### src/rtl/fifo_wr_arbiter.sv
// Round-robin arbiter sharing one async-FIFO write port among NUM_REQ
// valid/ready producers, holding each grant for at most MAX_BURST words.
module fifo_wr_arbiter #(
   parameter int NUM_REQ   = 4,
   parameter int DATA_W    = 8,
   parameter int MAX_BURST = 4,
   parameter int ID_W      = 2
) (
   input  logic                      wr_clk,
   input  logic                      reset,
   input  logic [NUM_REQ-1:0]        req_valid,
   input  logic [NUM_REQ*DATA_W-1:0] req_data,
   output logic [NUM_REQ-1:0]        req_ready,
   input  logic                      wr_full,
   output logic                      wr_en,
   output logic [DATA_W-1:0]         wr_data,
   output logic [ID_W-1:0]           grant_id,
   output logic                      busy
);

   localparam int CNT_W = (MAX_BURST > 1) ? $clog2(MAX_BURST) : 1;

   typedef enum logic {
      IDLE,
      GRANT
   } state_e;

   state_e            state_q, state_d;
   logic [CNT_W-1:0]  burstCnt_q, burstCnt_d;
   logic [ID_W-1:0]   grantId_q, grantId_d;
   logic [ID_W-1:0]   lastGrant_q, lastGrant_d;

   logic [DATA_W-1:0] reqWord [NUM_REQ];
   logic              xfer;
   logic              found;
   logic [ID_W-1:0]   pick;
   logic [ID_W:0]     idx;

   always_comb begin
      for (int i = 0; i < NUM_REQ; i++) begin
         reqWord[i] = req_data[i*DATA_W +: DATA_W];
      end
   end

   // Search starts one past the last grant; idx has a spare bit so the wrap is a single subtract.
   always_comb begin
      found = 1'b0;
      pick  = '0;
      idx   = '0;
      for (int k = 1; k <= NUM_REQ; k++) begin
         idx = {1'b0, lastGrant_q} + (ID_W+1)'(k);
         if (idx >= (ID_W+1)'(NUM_REQ)) begin
            idx = idx - (ID_W+1)'(NUM_REQ);
         end
         if (!found && req_valid[idx[ID_W-1:0]]) begin
            found = 1'b1;
            pick  = idx[ID_W-1:0];
         end
      end
   end

   always_ff @(posedge wr_clk) begin
      if (reset) begin
         state_q     <= IDLE;
         burstCnt_q  <= '0;
         grantId_q   <= '0;
         lastGrant_q <= ID_W'(NUM_REQ-1);
      end else begin
         state_q     <= state_d;
         burstCnt_q  <= burstCnt_d;
         grantId_q   <= grantId_d;
         lastGrant_q <= lastGrant_d;
      end
   end

   always_comb begin
      state_d     = state_q;
      burstCnt_d  = burstCnt_q;
      grantId_d   = grantId_q;
      lastGrant_d = lastGrant_q;
      case (state_q)
         IDLE: begin
            if (found) begin
               grantId_d  = pick;
               burstCnt_d = '0;
               state_d    = GRANT;
            end
         end
         GRANT: begin
            if (xfer) begin
               burstCnt_d = burstCnt_q + 1'b1;
               if (burstCnt_q == CNT_W'(MAX_BURST-1)) begin
                  state_d     = IDLE;
                  lastGrant_d = grantId_q;
               end
            end else if (!req_valid[grantId_q] && !wr_full) begin
               state_d     = IDLE;
               lastGrant_d = grantId_q;
            end
         end
         default: state_d = IDLE;
      endcase
   end

   // Reset gates the handshake combinationally so nothing is written in the reset cycle.
   always_comb begin
      req_ready = '0;
      wr_data   = '0;
      xfer      = 1'b0;
      busy      = (state_q == GRANT);
      grant_id  = grantId_q;
      if (state_q == GRANT) begin
         wr_data = reqWord[grantId_q];
         if (!reset) begin
            req_ready[grantId_q] = !wr_full;
            xfer                 = req_valid[grantId_q] & !wr_full;
         end
      end
      wr_en = xfer;
   end

endmodule

### config.mk
export PLATFORM = sky130hd
export DESIGN_NAME = fifo_wr_arbiter
export DESIGN_NICKNAME = d
export VERILOG_FILES = /design/src/rtl/fifo_wr_arbiter.sv
export SDC_FILE = /design/constraint.sdc
export NUM_CORES = 1
export LEC_CHECK = 0
export CAP_MARGIN = 0
export CORE_UTILIZATION = 38
export DETAILED_ROUTE_END_ITERATION = 10
export PLACE_DENSITY = 0.85
export SYNTH_ARGS = -nofsm -noshare
export SYNTH_HDL_FRONTEND = slang
export SYNTH_SLANG_ARGS = --single-unit
### constraint.sdc
create_clock -name wr_clk -period 4.6 [get_ports wr_clk]
set_input_delay 0.92 -clock wr_clk [delete_from_list [all_inputs] [get_ports wr_clk]]
set_output_delay 0.92 -clock wr_clk [all_outputs]
set_load 0.02 [all_outputs]
* Yosys cells after proc, flatten, opt, wreduce, memory -nomap -nowiden
Cells that the tools add are included.
Storage, ports and cells: bits in registers 7
Cells by class: add/sub/neg operators 9, magnitude comparators 11, equality and inequality tests 4, mux-type cells 43, bitwise logic cells 4, reductions and logical operators 14
Operators with widths (number):
- $mux 2 | 13
- $mux 8 | 3
- $bmux 8 s2 | 1
- $mux 1 | 16
- $ge 3x3->1 const B | 5
- $lt 2x3->1 const B | 5
- $bmux 1 s2 | 5
- $mux 4 | 2
- $sub 2x1->2 const B | 4
- $add 2x2->3 const B | 2
- $logic_and 1x1->1 | 5
- $logic_not 1->1 | 5
- $and 4x4->4 | 1
- $ne 2x2->1 const B | 2
- $pmux 2 s2 | 1
- $reduce_and 2->1 | 2
- $add 2x1->3 const B | 1
- $add 2x3->3 const B | 1
- $not 2->3 | 1
- $reduce_and 3->1 | 1
- $add 2x1->2 const B | 1
- $demux 1 s2 | 1
- $eq 2x2->1 const B | 1
- $ge 2x1->1 const B | 1
- 5 further kinds | 5

* Logic depth before layout (Yosys ltp)
Gate-level depths: netlist (run 1).
word-level depth 17, gate-level depth with buffers 6

* Least setup slack after synthesis (run 1)
Ideal clock, no wire load.
kind input-to-output, start point in reset, end point out req_ready[0], data arrival time 1818 ps, data required time 3680 ps, setup slack 1862 ps, stages 2, path buffers 1, cells stage by stage buf_1 nor4_1
Between the ends: word-level cells in the longest chain between the ends 2
Ends and longest elaborated chain:
- start: declaration | line 10 | input logic reset,
- $mux 4 | line 114 | if (!reset) begin
- $mux 4 | line 112 | if (state_q == GRANT) begin
- end: declaration | line 13 | output logic [NUM_REQ-1:0] req_ready,
No other way between the ends.

* Worst setup path in the final report (run 1)
start point in req_valid[1], end point out wr_en
Between the ends: word-level cells in the longest chain between the ends 5
Ends and longest elaborated chain:
- start: declaration | line 11 | input logic [NUM_REQ-1:0] req_valid,
- $bmux 1 s2 | line 116 | xfer = req_valid[grantId_q] & !wr_full;
- $mux 1 (implied by the code) | line 116
- $and 1x1->1 | line 116
- $mux 1 | line 114
- $mux 1 | line 112
- end: declaration | line 15 | output logic wr_en,
No other way between the ends. The select of a mux whose other input is x is not followed.

==> impl_metrics.tcl, run 1 <==
set metrics [dict create \
    outcome "completed" \
    post-route-drc-count 0 \
    slowest_delay_ns 0.55 \
    finalMaxSlewViolations 0 \
    whs_path_depth 2 \
    fin_crit_sh_pct 79.3 \
    clk_pin_slew_ns 0.06 \
    htreeDepth 1 \
    die_area_mm2 0.00237 \
    fillCellCount 174 \
    synth_nets 129 \
    core-area_mm2 0.00200 \
    ys_seq_area_share_pct 16.9 \
    critical_path_class "in -> out" \
    seq_area_um2 140 \
    finalWorstSetupSlack_ns 0.953 \
    cp_slowest_cell "clkdlybuf4s50_1" \
    cp_common_cell "clkdlybuf4s50_1" \
    post_synth_instance_area_um2 827 \
    drive_above_1_share_pct 11.7 \
    cts_buffer_depth 2 \
    via_per_inst 5.31 \
    cts-root-buf "clkbuf_4" \
    antenna_cells 0 \
    cts_resized 0 \
    cp.arrival_ns 2.73 \
    routed_wl_um 2400 \
    synth_edf_count 0 \
    grt_remaining_overflow 0 \
    drt_iter0_markers 17 \
    vias 871 \
    powerDensity_mw_per_mm2 205 \
    grtUsageTotal_pct 20.6 \
    yosys_warnings 0 \
    dp_cells 160 \
    fmax_ghz 0.274 \
    syn2layout_area_growth_pct 64.0 \
    yosysUniqueCellTypes 34 \
    drt-pass1-iter-count 3 \
    die_w_um 48.7 \
    ff2ff_path_depth 4 \
    worstMarginPinSlew_ns 0.766 \
    drv_cap 0 \
    hold_class "reg -> reg" \
    ir_drop_mv 0.161 \
    grt_max_degree 18 \
    grt_pass1_wl_um 3790 \
    die_height_um 48.7 \
    grt_pass1_vias 827 \
    gp_congestion 0.828 \
    crit_path_end_kind "output pin" \
    io_buffers 54 \
    numCtsBuffers 3 \
    grt_antenna_before_repair 0 \
    multiInputGateArea_um2 608 \
    setup_tns_ns 0 \
    post-place-ws_ns 0.943 \
    post-dp-hpwl_um 1900 \
    cp_max_fo 9 \
    start_util_pct 41.3 \
    grt_setup_unrepaired "no" \
    ant_nets 0 \
    postCtsSetupBuffers 0 \
    setup_viol 0 \
    worstPathCellList "clkdlybuf4s50_1 > mux4_2 > and2_1 > clkdlybuf4s50_1" \
    ys_ff_latch 7 \
    skew_ns 0.000295 \
    worst_ep_required_time_ns 3.68 \
    slew_headroom_pct 48.9 \
    min_period_ns 3.65 \
    ys_async_sr_fraction_pct 0 \
    hold_viol 0 \
    ios 55 \
    synth_flop_cell "dfxtp_1" \
    worst_setup_path_start_kind "primary input" \
    cts_tree "yes" \
    leakage_nw 0.477 \
    hold_buffers 0 \
    nNetsFinal 178 \
    stdcell_count 164 \
    clk_latency_ns 0.26 \
    clock-sinks 7 \
    syn_inst 89 \
    syn_area_per_cell_um2 9.29 \
    rows 16 \
    wl_per_cell_um 14.6 \
]
critical path: cells and delay by family:
family | cells | cell delay [ns]
multiplexers | 1 | 0.55
buffers and inverters | 2 | 1.08
AND/OR/NAND/NOR | 1 | 0.18
stage by stage:
step / hold WS [ns] / power (mW) / instance area [um^2] / utilization (%)
after detailed placement: 0.462 / 0.221 / 1330 / 66.4
after global placement: 0.458 / 0.218 / 1330 / 66.4
after global routing: 0.506 / 0.293 / 1360 / 67.8
after CTS: 0.478 / 0.281 / 1360 / 67.8
after floorplan: 0.447 / 0.163 / 827 / -
final: 0.477 / 0.278 / 1360 / 67.8
cells by family after synthesis:
group / Yosys count / share of synthesized area [%]
buf+inv: 12 / 9.53
compound gates: 15 / 13.8
mux: 12 / 29.0
flops: 7 / 16.9
simple gates: 42 / 29.2
fa+ha+maj: 1 / 1.51
synth_stat cells, types with 2 or more instances:
cell type  count  area share (%)
nand2_1        3             1.4
nand2b_1       4             3.0
nand4b_1       2             2.1
nor2_1         9             4.1
a21oi_1        4             2.4
mux2i_1        3             3.6
and2_1         9             6.8
nor4_1         3             2.3
nor2b_1        2             1.5
mux4_2         7              19
buf_2          3             1.8
mux4_1         2             6.4
buf_6          4             5.4
clkbuf_1       2            0.91
inv_1          2            0.91
o21ai_0        3             1.8
nor3_1         4             2.4
dfxtp_1        7              17
layer usage:
layer / track usage, % / part of all wire, % / vias up
met4: 8.33 / 0.67 / 0
met2: 32.6 / 45 / 38
met5: 0 / 0 / -
li1: - / - / 432
met1: 27.7 / 47 / 397
met3: 3.46 / 7.0 / 4
layout make-up:
type                            count  area share, %
Multi-Input combinational cell     70           44.8
Timing Repair Buffer               54           39.9
Sequential cell                     7           10.3
Tap cell                           27           2.49
Clock buffer                        4           1.94
Inverter                            2          0.554
power by group:
| group | switching, mW | leakage (nW) | internal [mW] |
|---|---|---|---|
| logic | 0.0499 | 0.404 | 0.0843 |
| registers | 0.0184 | 0.0577 | 0.0665 |
| clock network | 0.0258 | 0.0150 | 0.0333 |
registers in the layout, indices dropped and copies added, names as in the netlist:
register and flops:
lastGrant_q 2, grant_id 2, burstCnt_q 2, busy 1
cell usage in the layout, fill, tap and decap left out:
cell type	netlist	routed
clkdlybuf4s50_1	0	54
and2_1	9	9
nor2_1	9	9
mux4_2	7	7
dfxtp_1	7	7
nand2b_1	4	4
nor3_1	4	4
a21oi_1	4	4
nand2_1	3	3
nor4_1	3	3
o21ai_0	3	3
mux2i_1	3	3
clkbuf_4	0	3
inv_1	2	2
mux4_1	2	2
nor2b_1	2	2
nand4b_1	2	2
or2_2	1	1
o22ai_1	1	1
a221oi_1	1	1
or2_1	1	1
nor3b_1	1	1
nand3b_1	1	1
o41ai_2	1	1
a211oi_1	1	1
a221oi_2	1	1
a2bb2oi_1	1	1
nand2b_2	1	1
o31ai_1	1	1
nand3_2	1	1
a21oi_2	1	1
ha_1	1	1
clkbuf_1	2	1
path summary, 6_finish.rpt:
| kind | from | endpoint | slack [ns] |
|---|---|---|---|
| worst min register to register | burstCnt_q[1] | burstCnt_q[1] | 0.48 |
| worst max-delay path | req_valid[1] | wr_en | 0.95 |
| worst min-delay path | burstCnt_q[1] | burstCnt_q[1] | 0.48 |
| worst max register to register | grant_id[0] | burstCnt_q[1] | 2.73 |
No activity file was read; power rests on OpenSTA's default activity.
==> run 2, diff against run 1 <==
--- a/config.mk
+++ b/config.mk
@@ -6,9 +6,9 @@
 export NUM_CORES = 1
 export LEC_CHECK = 0
 export CAP_MARGIN = 0
-export CORE_UTILIZATION = 38
+export CORE_UTILIZATION = 36
 export DETAILED_ROUTE_END_ITERATION = 10
-export PLACE_DENSITY = 0.85
+export PLACE_DENSITY = 0.81
 export SYNTH_ARGS = -nofsm -noshare
 export SYNTH_HDL_FRONTEND = slang
 export SYNTH_SLANG_ARGS = --single-unit
==> constraint.sdc (replaced) <==
create_clock -name wr_clk -period 3.8 [get_ports wr_clk]
set_input_delay 0.76 -clock wr_clk [delete_from_list [all_inputs] [get_ports wr_clk]]
set_output_delay 0.76 -clock wr_clk [all_outputs]
set_load 0.02 [all_outputs]
==> run 2 against run 1 <==
Compared with the run above: via count up 3.6%; global-route usage up 0.67 points; sequential share of layout area down 0.057 points; worst setup slack worse by 0.49 ns; combinational power up 22%; final area up 0.55%; hold slack better by 0.0011 ns; clock-buffer cell count unchanged; critical path type unchanged; largest power group unchanged; highest routed layer unchanged.
==> impl_metrics.tcl, run 2 (synthesis gave the netlist of run 1 again) <==
set metrics [dict create \
    final_cell_mix "54 x clkdlybuf4s50_1, 9 x and2_1, 9 x nor2_1, 7 x mux4_2, 7 x dfxtp_1" \
    drt-pass1-iter-count 4 \
    worstMarginPinSlew_ns 0.765 \
    cts-root-buf "clkbuf_4" \
    setup_tns_ns 0 \
    critical_path_class "in -> out" \
    die_w_um 49.9 \
    leakage_nw 0.482 \
    r2r-end "burstCnt_q[1]" \
    grt_antenna_before_repair 0 \
    slowest_delay_ns 0.56 \
    grt_pass1_wl_um 3950 \
    fin_crit_sh_pct 87.7 \
    cts_tree "yes" \
    setup_viol 0 \
    crit_cells 4 \
    die_area_mm2 0.00249 \
    cts_buffer_depth 2 \
    ios 55 \
    grt_max_degree 18 \
    skew_ns 0.00611 \
    cp_max_fo 9 \
    ir_drop_mv 0.210 \
    syn2layout_area_growth_pct 64.9 \
    numCtsBuffers 3 \
    htreeDepth 1 \
    post-route-drc-count 0 \
    grt_remaining_overflow 0 \
    worstPathCellList "clkdlybuf4s50_1 > mux4_2 > and2_1 > clkdlybuf4s50_1" \
    slew_headroom_pct 49.0 \
    antenna_cells 0 \
    r2r_slack_ns 1.92 \
    core-area_mm2 0.00206 \
    cp_common_cell "clkdlybuf4s50_1" \
    finalMaxSlewViolations 0 \
    clk_latency_ns 0.26 \
    clock-sinks 7 \
    gp_congestion 0.865 \
    postCtsSetupBuffers 0 \
    vias 902 \
    clk_pin_slew_ns 0.05 \
    powerDensity_mw_per_mm2 247 \
    crit_family "buffers and inverters" \
    cts_resized 0 \
    io_buffers 54 \
    routed_wl_um 2480 \
    post-dp-hpwl_um 1960 \
    min_period_ns 3.33 \
    p_total_uw 337 \
    worst_setup_path_start_kind "primary input" \
    drive_above_1_share_pct 12.3 \
    rows 16 \
    worst_ep_required_time_ns 3.04 \
    worstReg2RegStart "grant_id[0]" \
    nNetsFinal 179 \
    hold_buffers 0 \
    mostFrequentLayoutCell "clkdlybuf4s50_1" \
    ff2ff_path_depth 4 \
    path_buf_inv 2 \
    crit_path_end_kind "output pin" \
    final_util_pct 66.1 \
    critical_path.endpoint "wr_en" \
    fmax_ghz 0.300 \
    grt_setup_unrepaired "no" \
    via_per_inst 5.47 \
    cp.arrival_ns 2.57 \
    die_height_um 49.9 \
    outcome "completed" \
    grtUsageTotal_pct 21.3 \
    hold_viol 0 \
    start_util_pct 40.1 \
    grt_pass1_vias 899 \
    ant_nets 0 \
    wl_per_cell_um 15.0 \
    hold_class "reg -> reg" \
    cp_slowest_cell "mux4_2" \
    drt_iter0_markers 13 \
    crit_start "req_valid[0]" \
    drv_cap 0 \
]
==> run 2: stage by stage <==
| stage | setup WS [ns] | hold slack, ns | area, um^2 | instances |
|---|---|---|---|---|
| floorplan | 1.38 | 0.447 | 827 | 89 |
| global placement | 0.489 | 0.456 | 1340 | 161 |
| detailed placement | 0.477 | 0.470 | 1340 | 161 |
| CTS | 0.471 | 0.477 | 1360 | 165 |
| global route | 0.416 | 0.487 | 1360 | 165 |
| finish | 0.467 | 0.478 | 1360 | 165 |
==> run 2: how the worst min path moves through the flow <==
| stage | slack [ns] | depth (start not counted) | from | endpoint |
|---|---|---|---|---|
| 2_1_floorplan | 0.45 | 1 | burstCnt_q[0] | burstCnt_q[0] |
| 3_3_place_gp | 0.46 | 2 | burstCnt_q[1] | burstCnt_q[1] |
| 3_5_place_dp | 0.47 | 2 | burstCnt_q[1] | burstCnt_q[1] |
| 4_1_cts | 0.48 | 2 | burstCnt_q[1] | burstCnt_q[1] |
| 5_1_grt | 0.49 | 2 | burstCnt_q[1] | burstCnt_q[1] |
| 6_report | 0.48 | 2 | burstCnt_q[1] | burstCnt_q[1] |
==> run 2: cell type report <==
cell class	instances	area [um^2]
well taps	27	33.8
flip-flops and latches	7	140
inverters	2	7.51
clock buffers	4	26.3
fillers	173	698
repair buffers	55	548
multi-input cells	70	608
==> run 2: layer usage <==
| metal | routed length (um) | GRT usage, % | share of wire (%) |
|---|---|---|---|
| met1 | 1120 | 26.0 | 45 |
| met2 | 1110 | 35.6 | 45 |
| met5 | 0 | 0 | 0 |
| met4 | 27 | 11.0 | 1.1 |
| met3 | 225 | 3.40 | 9.1 |
==> run 2: where the power goes <==
group | switching [mW] | total (mW) | internal, mW | leakage (nW)
registers | 0.0224 | 0.103 | 0.0806 | 0.0577
logic | 0.0608 | 0.164 | 0.103 | 0.409
clock network | 0.0301 | 0.0703 | 0.0402 | 0.0150
total | 0.113 | 0.337 | 0.223 | 0.482
==> run 2: worst min-delay path, delay by kind of cell (launching register included) <==
family	cells	cell delay, ns
simple gates	1	0.06
compound gates	1	0.05
flops	1	0.32
==> run 3, diff against run 2 <==
--- a/config.mk
+++ b/config.mk
@@ -6,9 +6,11 @@
 export NUM_CORES = 1
 export LEC_CHECK = 0
 export CAP_MARGIN = 0
-export CORE_UTILIZATION = 36
+export CELL_PAD_IN_SITES_DETAIL_PLACEMENT = 0
+export CELL_PAD_IN_SITES_GLOBAL_PLACEMENT = 2
+export CORE_UTILIZATION = 19
 export DETAILED_ROUTE_END_ITERATION = 10
-export PLACE_DENSITY = 0.81
+export PLACE_DENSITY_LB_ADDON = 0.1
 export SYNTH_ARGS = -nofsm -noshare
 export SYNTH_HDL_FRONTEND = slang
 export SYNTH_SLANG_ARGS = --single-unit
==> run 3 against run 2 <==
Compared with the run above: clock power rose by 44%; hold slack got worse by 0.011 ns; sequential power hardly changed; cell count rose by 15%; register-to-register slack better by 0.02 ns; die area is 85% higher; routed wire length increased by 8.8%; clock skew fell by 0.0041 ns; global-route usage decreased by 9.3 points; power is 10% higher; final area increased by 4.0%; critical path type unchanged; highest routed layer unchanged.
==> impl_metrics.tcl, run 3 (synthesis gave the netlist of run 1 again) <==
set metrics [dict create \
    fmax_ghz 0.297 \
    drv_cap 0 \
    via_per_inst 4.67 \
    fin_crit_sh_pct 88.5 \
    hold_buffers 0 \
    start_util_pct 20.2 \
    leakage_nw 0.495 \
    finalMaxSlewViolations 0 \
    grt_setup_unrepaired "no" \
    path_buf_inv 2 \
    grt_pass1_wl_um 4220 \
    seq_area_um2 140 \
    post-dp-hpwl_um 2090 \
    hold_viol 0 \
    hold_path.startpoint "burstCnt_q[1]" \
    fillCellCount 433 \
    grt_max_degree 18 \
    vias 882 \
    grt_antenna_before_repair 0 \
    grt_remaining_overflow 0 \
    worstMarginPinSlew_ns 0.768 \
    ant_nets 0 \
    gp_congestion 0.710 \
    slew_headroom_pct 48.7 \
    hold_class "reg -> reg" \
    crit_start "req_valid[0]" \
    rows 23 \
    outcome "completed" \
    worstReg2RegStart "grant_id[1]" \
    drive_above_1_share_pct 12.9 \
    clock-sinks 7 \
    crit_path_end_kind "output pin" \
    worstPathCellList "clkdlybuf4s50_1 > mux4_2 > and2_1 > clkdlybuf4s50_1" \
    grt_pass1_vias 886 \
    post-place-ws_ns 0.431 \
    cp.arrival_ns 2.60 \
    cp_slowest_cell "mux4_2" \
    critical_path_class "in -> out" \
    multiInputGateArea_um2 608 \
    cp_common_cell "clkdlybuf4s50_1" \
    ir_drop_mv 0.193 \
    clk_pin_slew_ns 0.04 \
    whs_path_depth 2 \
    cp_max_fo 9 \
    slowest_delay_ns 0.57 \
    stdcell_count 189 \
    postCtsSetupBuffers 0 \
    crit_family "buffers and inverters" \
    ios 55 \
    p_total_uw 371 \
    drt-pass1-iter-count 4 \
    drt_iter0_markers 11 \
    dp_cells 185 \
    crit_cells 4 \
    worst_ep_required_time_ns 3.04 \
    hold_ws_ns 0.467 \
    nNetsFinal 180 \
    met1_length_um 1200 \
    skew_ns 0.00200 \
    core-area_mm2 0.00409 \
    cts_resized 0 \
    worst_setup_path_start_kind "primary input" \
    min_period_ns 3.36 \
    top_layer "met4" \
    die_area_mm2 0.00462 \
    powerDensity_mw_per_mm2 262 \
    dr_wl_met2_um 1230 \
    wl_met3_um 260 \
    ff2ff_path_depth 4 \
    cts_buffer_depth 2 \
    grtUsageTotal_pct 12.0 \
    setup_tns_ns 0 \
    final_cell_mix "54 x clkdlybuf4s50_1, 9 x and2_1, 9 x nor2_1, 7 x mux4_2, 7 x dfxtp_1" \
    numCtsBuffers 3 \
    syn2layout_area_growth_pct 71.6 \
    htreeDepth 1 \
    die_height_um 68.0 \
    setup_viol 0 \
    finalWorstSetupSlack_ns 0.437 \
    mostFrequentLayoutCell "clkdlybuf4s50_1" \
    wl_per_cell_um 14.3 \
    post-route-drc-count 0 \
    routed_wl_um 2700 \
    die_w_um 68.0 \
    cts_tree "yes" \
    clk_latency_ns 0.22 \
    io_buffers 54 \
    cts-root-buf "clkbuf_8" \
    antenna_cells 0 \
]
[run 3: metal layers]
layer / vias up / track usage, %
li1: 432 / -
met1: 409 / 14.4
met2: 39 / 21.6
met3: 2 / 2.17
met4: 0 / 3.13
met5: - / 0
[run 3: power by group]
group	total (mW)	internal (mW)	switching [mW]	leakage [nW]
sequential	0.101	0.0810	0.0197	0.0577
combinational	0.170	0.104	0.0654	0.414
clock	0.101	0.0723	0.0288	0.0228
[run 3: worst min-delay path, delay by kind of cell (launching register included)]
| family | cells | cell delay, ns |
|---|---|---|
| flops | 1 | 0.31 |
| simple gates | 1 | 0.06 |
| compound gates | 1 | 0.05 |
[run 3: final timing paths]
kind / endpoint / slack, ns
setup / recovery: wr_en / 0.44
hold / removal: burstCnt_q[1] / 0.47
setup reg to reg: lastGrant_q[1] / 1.94
hold reg to reg: burstCnt_q[1] / 0.47
[run 3: cell type report]
type,count,share of cell area [%]
Clock buffer,4,3.17
Sequential cell,7,9.88
Timing Repair Buffer,56,39.2
Multi-Input combinational cell,70,42.9
Inverter,2,0.529
Tap cell,50,4.41
[run 3: through the flow]
step	utilization (%)	cell area, um^2
final	34.7	1420
after global placement	33.6	1370
after detailed placement	33.6	1370
after floorplan	-	827
after CTS	34.7	1420
after global routing	34.7	1420
